$ cat src/rtl/pong_game_pkg.sv
// Shared types for the pong match logic: game state encoding and score limits.
package pong_game_pkg;

  typedef enum logic [2:0] {
    IDLE      = 3'd0,
    SERVE     = 3'd1,
    PLAY      = 3'd2,
    PAUSE     = 3'd3,
    POINT     = 3'd4,
    GAME_OVER = 3'd5
  } game_state_t;

  localparam logic [3:0] SCORE_MAX = 4'd15;

  function automatic logic [3:0] score_inc(input logic [3:0] v);
    return (v == SCORE_MAX) ? v : v + 4'd1;
  endfunction

endpackage

$ cat src/rtl/game_flow_controller_edge_detector.sv
// Registered rising-edge detector: rise pulses one cycle after in goes 0->1.
module edge_detector (
  input  logic clk,
  input  logic rst,
  input  logic in,
  output logic rise
);

  logic prev;

  // A level already high while reset is held counts as seen, so it cannot
  // produce a spurious edge when reset is released.
  always_ff @(posedge clk) begin
    prev <= in;
    if (!rst) begin
      rise <= 1'b0;
    end else begin
      rise <= in & ~prev;
    end
  end

endmodule

$ cat src/rtl/game_flow_controller.sv
// Match-level sequencer: serve/play/pause/point/game-over flow, goal detection
// from the ball X position and saturating score keeping for both players.
module game_flow_controller
  import pong_game_pkg::*;
#(
  parameter int unsigned WIN_SCORE    = 9,
  parameter int unsigned SERVE_TICKS  = 60,
  parameter int unsigned POINT_TICKS  = 90,
  parameter logic [10:0] GOAL_LEFT_X  = 11'd0,
  parameter logic [10:0] GOAL_RIGHT_X = 11'd1023
) (
  input  logic        clk,
  input  logic        rst,
  input  logic        timing_tick,
  input  logic        start,
  input  logic        pause,
  input  logic [10:0] x_ball,
  output logic        ball_run,
  output logic        ball_serve,
  output logic        serve_dir,
  output logic [3:0]  player1_score,
  output logic [3:0]  player2_score,
  output logic        game_over,
  output logic        winner,
  output logic [2:0]  state
);

  localparam int unsigned MAX_TICKS = (SERVE_TICKS > POINT_TICKS) ? SERVE_TICKS : POINT_TICKS;
  localparam int unsigned CW        = $clog2(MAX_TICKS + 1);
  localparam logic [CW-1:0] SERVE_END = CW'(SERVE_TICKS);
  localparam logic [CW-1:0] POINT_END = CW'(POINT_TICKS);
  localparam logic [3:0]    WIN_VAL   = 4'(WIN_SCORE);

  game_state_t cur_state, nxt_state;
  logic [CW-1:0] cnt, cnt_n, cnt_inc;
  logic [3:0]    p1_n, p2_n;
  logic          dir_n, winner_n, serve_n, run_n, over_n;
  logic          start_edge, pause_edge;
  logic          p1_won, p2_won;

  edge_detector u_start_edge (
    .clk  (clk),
    .rst  (rst),
    .in   (start),
    .rise (start_edge)
  );

  edge_detector u_pause_edge (
    .clk  (clk),
    .rst  (rst),
    .in   (pause),
    .rise (pause_edge)
  );

  assign state   = cur_state;
  assign cnt_inc = cnt + CW'(1);
  assign p1_won  = (player1_score >= WIN_VAL);
  assign p2_won  = (player2_score >= WIN_VAL);

  always_comb begin
    nxt_state = cur_state;
    cnt_n     = cnt;
    p1_n      = player1_score;
    p2_n      = player2_score;
    dir_n     = serve_dir;
    winner_n  = winner;

    case (cur_state)
      IDLE: begin
        if (start_edge) begin
          nxt_state = SERVE;
          p1_n      = '0;
          p2_n      = '0;
          dir_n     = 1'b0;
        end
      end
      SERVE: begin
        if (timing_tick) begin
          if (cnt_inc == SERVE_END) nxt_state = PLAY;
          else                      cnt_n     = cnt_inc;
        end
      end
      PLAY: begin
        if (timing_tick && (x_ball <= GOAL_LEFT_X)) begin
          p2_n      = score_inc(player2_score);
          dir_n     = 1'b1;
          nxt_state = POINT;
        end else if (timing_tick && (x_ball >= GOAL_RIGHT_X)) begin
          p1_n      = score_inc(player1_score);
          dir_n     = 1'b0;
          nxt_state = POINT;
        end else if (pause_edge) begin
          nxt_state = PAUSE;
        end
      end
      PAUSE: begin
        if (pause_edge) nxt_state = PLAY;
      end
      POINT: begin
        if (timing_tick) begin
          if (cnt_inc == POINT_END) begin
            if (p1_won || p2_won) begin
              nxt_state = GAME_OVER;
              winner_n  = ~p1_won;
            end else begin
              nxt_state = SERVE;
            end
          end else begin
            cnt_n = cnt_inc;
          end
        end
      end
      GAME_OVER: begin
        if (start_edge) begin
          nxt_state = SERVE;
          p1_n      = '0;
          p2_n      = '0;
          dir_n     = 1'b0;
          winner_n  = 1'b0;
        end
      end
      default: nxt_state = IDLE;
    endcase

    // Both timed states start counting from zero on entry.
    if ((nxt_state != cur_state) && ((nxt_state == SERVE) || (nxt_state == POINT))) begin
      cnt_n = '0;
    end

    serve_n = (nxt_state == SERVE) && (cur_state != SERVE);
    run_n   = (nxt_state == PLAY);
    over_n  = (nxt_state == GAME_OVER);
  end

  always_ff @(posedge clk) begin
    if (!rst) begin
      cur_state     <= IDLE;
      cnt           <= '0;
      player1_score <= '0;
      player2_score <= '0;
      serve_dir     <= 1'b0;
      winner        <= 1'b0;
      ball_serve    <= 1'b0;
      ball_run      <= 1'b0;
      game_over     <= 1'b0;
    end else begin
      cur_state     <= nxt_state;
      cnt           <= cnt_n;
      player1_score <= p1_n;
      player2_score <= p2_n;
      serve_dir     <= dir_n;
      winner        <= winner_n;
      ball_serve    <= serve_n;
      ball_run      <= run_n;
      game_over     <= over_n;
    end
  end

endmodule

$ cat config.mk
export PLATFORM = sky130hd
export DESIGN_NAME = game_flow_controller
export DESIGN_NICKNAME = d
export VERILOG_FILES = /design/src/rtl/pong_game_pkg.sv /design/src/rtl/game_flow_controller_edge_detector.sv /design/src/rtl/game_flow_controller.sv
export SDC_FILE = /design/constraint.sdc
export NUM_CORES = 1
export LEC_CHECK = 0
export CAP_MARGIN = 20
export CELL_PAD_IN_SITES_DETAIL_PLACEMENT = 1
export CELL_PAD_IN_SITES_GLOBAL_PLACEMENT = 2
export CORE_UTILIZATION = 29
export CTS_CLUSTER_SIZE = 12
export DETAILED_ROUTE_END_ITERATION = 16
export PLACE_DENSITY = 0.78
export SLEW_MARGIN = 25
export SYNTH_ARGS = -nofsm -noshare
export SYNTH_HDL_FRONTEND = slang
export SYNTH_SLANG_ARGS = --single-unit
$ cat constraint.sdc
create_clock -name clk -period 3.13 [get_ports clk]
set_clock_uncertainty 0.1 [all_clocks]
set_input_delay 0.7825 -clock clk [delete_from_list [all_inputs] [get_ports clk]]
set_output_delay 0.7825 -clock clk [all_outputs]
set_load 0.05 [all_outputs]
### After elaboration in Yosys (flattened, before gate mapping)

Cells that the tools add are included.

| word-level totals | value |
|---|---|
| register bits after elaboration | 27 |

| cells by class | value |
|---|---|
| $add $sub $neg | 3 |
| $lt $le $gt $ge | 4 |
| equal/unequal tests | 29 |
| mux-type cells | 32 |
| bitwise gates (word level) | 6 |
| reduce and logical (&&, ||, !) cells | 17 |

Operators with widths:

| operator | number |
|---|---|
| $mux W3 | 10 |
| $mux W7 | 4 |
| $mux W4 | 6 |
| $ne A2 B2 Y1 const B | 11 |
| $pmux W4 S2 | 2 |
| $pmux W3 S5 | 1 |
| $reduce_and A5 Y1 | 3 |
| $pmux W7 S2 | 1 |
| $eq A3 B3 Y1 const B | 4 |
| $ge A11 B10 Y1 const B | 1 |
| $le A11 B1 Y1 const B | 1 |
| $eq A3 B2 Y1 const B | 3 |
| $add A4 B1 Y4 const B | 2 |
| $eq A4 B4 Y1 const B | 2 |
| $ge A4 B4 Y1 const B | 2 |
| $add A7 B1 Y7 const B | 1 |
| $eq A7 B6 Y1 const B | 1 |
| $eq A7 B7 Y1 const B | 1 |
| $eq A3 B1 Y1 const B | 2 |
| $mux W1 | 6 |
| $reduce_bool A2 Y1 | 3 |
| $logic_and A1 B1 Y1 | 4 |
| $ne A2 B1 Y1 const B | 2 |
| $not A1 Y1 | 4 |
| 10 further kinds | 14 |

### Depth between registers and ports, before layout

Gate-level depths: netlist (run 1).

| logic depth | value |
|---|---|
| word-level depth | 10 |
| gate-level depth with buffers | 10 |

### Hierarchy

Synthesis (run 1) repeated with hierarchy kept, for this count alone.

| unflattened totals | value |
|---|---|
| cell total of the unflattened synthesis | 188 |
| area total of the unflattened synthesis | 1577.8 um2 |

By module, submodules not included:

| module | instances | cells an instance | area an instance (um2) |
|---|---|---|---|
| game_flow_controller | 1 | 182 | 1480.2 |
| edge_detector | 2 | 3 | 48.8 |

### Worst setup path before layout (run 1)

Ideal clock, no wire load.

| timing | value |
|---|---|
| path kind | reg-to-reg |
| start point | register player2_score[1] |
| end point | register cnt[0] |
| data arrival time | 2.493 ns |
| data required time | 2.905 ns |
| setup slack | 0.412 ns |
| cell stages (with the launch flop) | 11 |
| path buffers | 0 |
| period minus slack after synthesis | 2.718 ns |
| cell sequence | dfxtp_1 > inv_1 > ha_1 > or3b_2 > a22o_1 > nor2_1 > nand4bb_1 > a21oi_1 > xnor2_1 > o21ai_2 > nor2_1 |

| between the ends | value |
|---|---|
| cells in the longest elaborated chain, start to end | 10 |
| elaborated cells on any way between the ends | 12 |
| those cells by class | 1 x order compare; 3 x eq/ne; 4 x mux; 4 x reduce/logical |

RTL lines:

| item | RTL line | source |
|---|---|---|
| start: declaration | game_flow_controller.sv:22 | `output logic [3:0] player2_score,` |
| start signal: assignment | game_flow_controller.sv:150 | `player2_score <= p2_n;` |
| $ge A4 B4 Y1 * | game_flow_controller.sv:58 | `assign p2_won = (player2_score >= WIN_VAL);` |
| $logic_or A1 B1 Y1 * | game_flow_controller.sv:102 | `if (p1_won \|\| p2_won) begin` |
| $mux W3 * | game_flow_controller.sv:102 |  |
| $mux W3 * | game_flow_controller.sv:101 | `if (cnt_inc == POINT_END) begin` |
| $mux W3 * | game_flow_controller.sv:100 | `if (timing_tick) begin` |
| $pmux W3 S5 * | game_flow_controller.sv:68 | `case (cur_state)` |
| $eq A3 B1 Y1 / $eq A3 B3 Y1 (equally long branches) | game_flow_controller.sv:126 | `if ((nxt_state != cur_state) && ((nxt_state == SERVE) \|\| (nxt_state == POINT))) begin` |
| $logic_or A1 B1 Y1 | game_flow_controller.sv:126 |  |
| $logic_and A1 B1 Y1 * | game_flow_controller.sv:126 |  |
| $reduce_or A2 Y1 (no line) * | - |  |
| end signal: assignment | game_flow_controller.sv:148 | `cnt <= cnt_n;` |
| end: declaration | game_flow_controller.sv:35 | `logic [CW-1:0] cnt, cnt_n, cnt_inc;` |

Every way passes the cells marked *; elsewhere a longest branch is shown, timed or not.
A chain may end at the register's enable or synchronous reset.

### Worst setup path after layout (run 1)

| timing | value |
|---|---|
| start point | register cnt[1] |
| end point | register cnt[0] |

| between the ends | value |
|---|---|
| cells in the longest elaborated chain, start to end | 9 |
| elaborated cells on any way between the ends | 17 |
| those cells by class | 1 x add/sub; 7 x eq/ne; 5 x mux; 4 x reduce/logical |

RTL lines:

| item | RTL line | source |
|---|---|---|
| $add A7 B1 Y7 * | game_flow_controller.sv:56 | `assign cnt_inc = cnt + CW'(1);` |
| $eq A7 B7 Y1 / $eq A7 B6 Y1 (equally long branches) | game_flow_controller.sv:101, game_flow_controller.sv:79 |  |
| $mux W3, on equally long branches | game_flow_controller.sv:101, game_flow_controller.sv:79 |  |
| $mux W3, on equally long branches | game_flow_controller.sv:100, game_flow_controller.sv:78 |  |
| $pmux W3 S5 | game_flow_controller.sv:68 |  |
| $eq A3 B1 Y1 / $eq A3 B3 Y1 (equally long branches) | game_flow_controller.sv:126 |  |
| $logic_or A1 B1 Y1 | game_flow_controller.sv:126 |  |
| $logic_and A1 B1 Y1 | game_flow_controller.sv:126 |  |
| $reduce_or A2 Y1 (no line) | - |  |

Marks and branches as above.

==> impl_metrics.yaml, run 1 <==
yosys:
  ys_warn_count: 0
  netlist.area_leader.share_pct: 35.2
  synthTopCellsByCount: "nor2_1, dfxtp_1, nand2_1"
  yosys-top-cells-area: "dfxtp_1, nor2_1, ha_1, xnor2_1, nand2_1"
  synth_most_common_cell: "nor2_1"
  synth_nets: 208
  yosysSeqAreaShare_pct: 35.2
  syn_area_per_cell_sq_um: 8.36
  synth-seq-cells: 27
  synth_edf_count: 0
  post_synth_num_cell_types: 47
  async_flop_share_pct: 0
  syn_area_sq_um: 1540
  yosys.area.top_type: "dfxtp_1"
  synth_ff_type: "dfxtp_1"
  synthCells: 184
clocking:
  clock-root-buffer: "clkbuf_8"
  worstSkewPairLatency_ps: 270
  cts_buffers: 3
  cts_num_sinks: 27
  cts_max_level: 1
  cts-hold-fix-buffers: 0
  cts_resized: 0
  cts_tree: "done"
  cts.path.max_buffers: 2
  clk_pin_slew_ps: 90
  post-cts-setup-buffer-count: 0
worst_setup_path:
  r2r-end: "cnt[0]"
  reg2reg_depth: 9
  worstPathRequired_ps: 3190
  crit_path_frequent_cell: "o21ai_2"
  cp_max_fo: 7
  worst_setup_path_end_kind: "flip-flop"
  worst-setup-path-type: "flip-flop to flip-flop"
  cp-startpoint: "cnt[1]"
  crit_slowest_cell: "or4b_1"
  crit_path_max_incr_delay_ps: 490
  rrSetupSlack_ps: 240
  rr_startpoint: "cnt[1]"
  path_cells: "ha_1 > and3b_1 > o221ai_1 > o21ai_2 > or4b_1 > o211a_1 > xnor2_1 > o21ai_2 > nor2_1"
  arrival_ps: 2950
  startpoint_type: "flip-flop"
power_and_ir_drop:
  leakagePower_nw: 0.697
  total_power_mw: 0.639
  cellPowerDensity_nw_per_um2: 325
  peakVddDrop_mv: 0.205
sta:
  worstMarginPinSlew_ps: 506
  min_period_ps: 2890
  final-hold-violation-count: 0
  slew_headroom_pct: 66.2
  whs_ps: 286
  rsz0062_at_grt: "false"
  finalMaxSlewViolations: 0
  fin_crit_sh_pct: 92.4
  timing.fmax_mhz: 346
  setup_viol: 0
placed_design:
  port_buffers: 31
  place_congestion: 0.730
  dp_hpwl_microns: 2880
global_route:
  grt_max_degree: 16
  antenna_found_initial: 0
  grt_pass1_wl_microns: 6060
  grt_pass1_vias: 1296
  grtUsageTotal_pct: 14.0
  grt.overflow.total: 0
floorplanning:
  ios: 32
  core_area_sq_um: 5110
  rows: 26
  die-area_sq_um: 5600
  die_height_microns: 74.8
  start_util_pct: 30.1
  die_w_microns: 74.8
final_layout:
  antennaDiodeCount: 0
  syn_to_final_growth_pct: 27.7
  fillers: 631
  drive_gt1_share_pct: 7.34
  fin_nets: 243
route:
  drt_iter0_drc: 31
  drt_wl_total_microns: 3740
  firstDrtPassIters: 4
  wire_per_inst_microns: 13.0
  avgViaCountPerCell: 4.80
  drtAntennaViolNets: 0
  num_vias: 1381
  drc: 0
hold_path:
  hold_path_class: "flip-flop to flip-flop"
  hold_depth: 1
  min_from: "u_start_edge.prev"
  holdPathEnd: "u_start_edge.rise"
outcome:
  outcome: "complete, no violations"
job:
  cap_violations: 0
-- layout by cell type (no fill, tap or decap), types with 2 or more instances in the layout --
| master | count |
|---|---|
| nor2_1 | 29 |
| nand2_1 | 18 |
| and3_1 | 2 |
| ha_1 | 8 |
| buf_4 | 5 |
| nand4bb_1 | 2 |
| mux2i_1 | 2 |
| clkdlybuf4s50_1 | 31 |
| inv_1 | 8 |
| nor4_1 | 3 |
| dfxtp_1 | 27 |
| o21ai_2 | 2 |
| nor2b_1 | 5 |
| nand2b_1 | 5 |
| a21oi_1 | 9 |
| nor3_1 | 2 |
| o21ai_0 | 5 |
| nand4_1 | 6 |
| clkbuf_8 | 3 |
| xnor2_1 | 9 |
| xor2_1 | 5 |
| or3_1 | 2 |
| nand3_1 | 5 |
-- area by class of cell --
class / instances / area, sq um / area share, %
flip-flops and latches: 27 / 541 / 27.5
repair buffers: 36 / 348 / 17.7
inverters: 8 / 30.0 / 1.53
clock buffers: 4 / 45.0 / 2.29
multi-input cells: 143 / 913 / 46.5
well taps: 70 / 87.6 / 4.46
-- sequential cells by signal, indices dropped and copies added (netlist names) --
signal / cells
game_over: 1
player2_score: 4
u_pause_edge.prev: 1
ball_run: 1
winner: 1
u_start_edge.prev: 1
cnt: 7
ball_serve: 1
player1_score: 4
serve_dir: 1
u_pause_edge.rise: 1
state: 3
u_start_edge.rise: 1
-- routing by layer --
metal  track usage, %  vias up  wire length [microns]
met5                0        -                      0
li1                 -      704                      -
met4             1.89        0                     24
met3             2.95        4                    109
met2             24.6       21                   1770
met1             18.1      652                   1840
-- worst max-delay path by stage --
stage	end	slack [ps]	cells after the start
6_report	cnt[0]	240	9
5_1_grt	cnt[5]	70	8
4_1_cts	cnt[3]	230	9
3_5_place_dp	cnt[3]	-40	8
3_3_place_gp	cnt[4]	-10	8
2_1_floorplan	cnt[0]	410	10
-- report_power, final --
| part | leakage, nW | internal [mW] | switching, mW |
|---|---|---|---|
| clock | 0.0228 | 0.0913 | 0.108 |
| combinational | 0.455 | 0.0402 | 0.0427 |
| sequential | 0.219 | 0.350 | 0.00754 |
-- worst max-delay path: cells and delay by family (launching register included) --
kind / cells / cell delay, ps
flip-flops: 1 / 400
AND/OR/NAND/NOR: 3 / 780
adder cells (fa/ha/maj): 1 / 340
AO/OA/AOI/OAI: 4 / 990
XOR/XNOR: 1 / 140
-- logic make-up after synthesis --
logic type / after synthesis / share of synthesized area (%)
AND/OR/NAND/NOR: 92 / 31.7
AO/OA/AOI/OAI: 27 / 12.0
flip-flops: 27 / 35.2
XOR/XNOR: 14 / 7.97
buffers and inverters: 14 / 5.45
adder cells (fa/ha/maj): 8 / 6.51
multiplexers: 2 / 1.30
-- through the flow --
step                setup TNS [ps]  util (%)  cell area [sq um]  instances  setup slack, ps
floorplan                        0         -               1540        184              412
global route                     0      38.5               1960        288             67.4
CTS                              0      38.5               1960        288              231
global placement             -50.0      37.6               1920        284            -10.9
detailed placement            -186      37.6               1920        284            -36.7
finish                           0      38.5               1960        288              239
No activity file was read; power rests on OpenSTA's default activity.
==> inputs of run 2 (changes only) <==
- SLEW_MARGIN: 25 -> unset
==> results of run 2 <==
Final layout, timing and power as in run 1 (identical DEF).
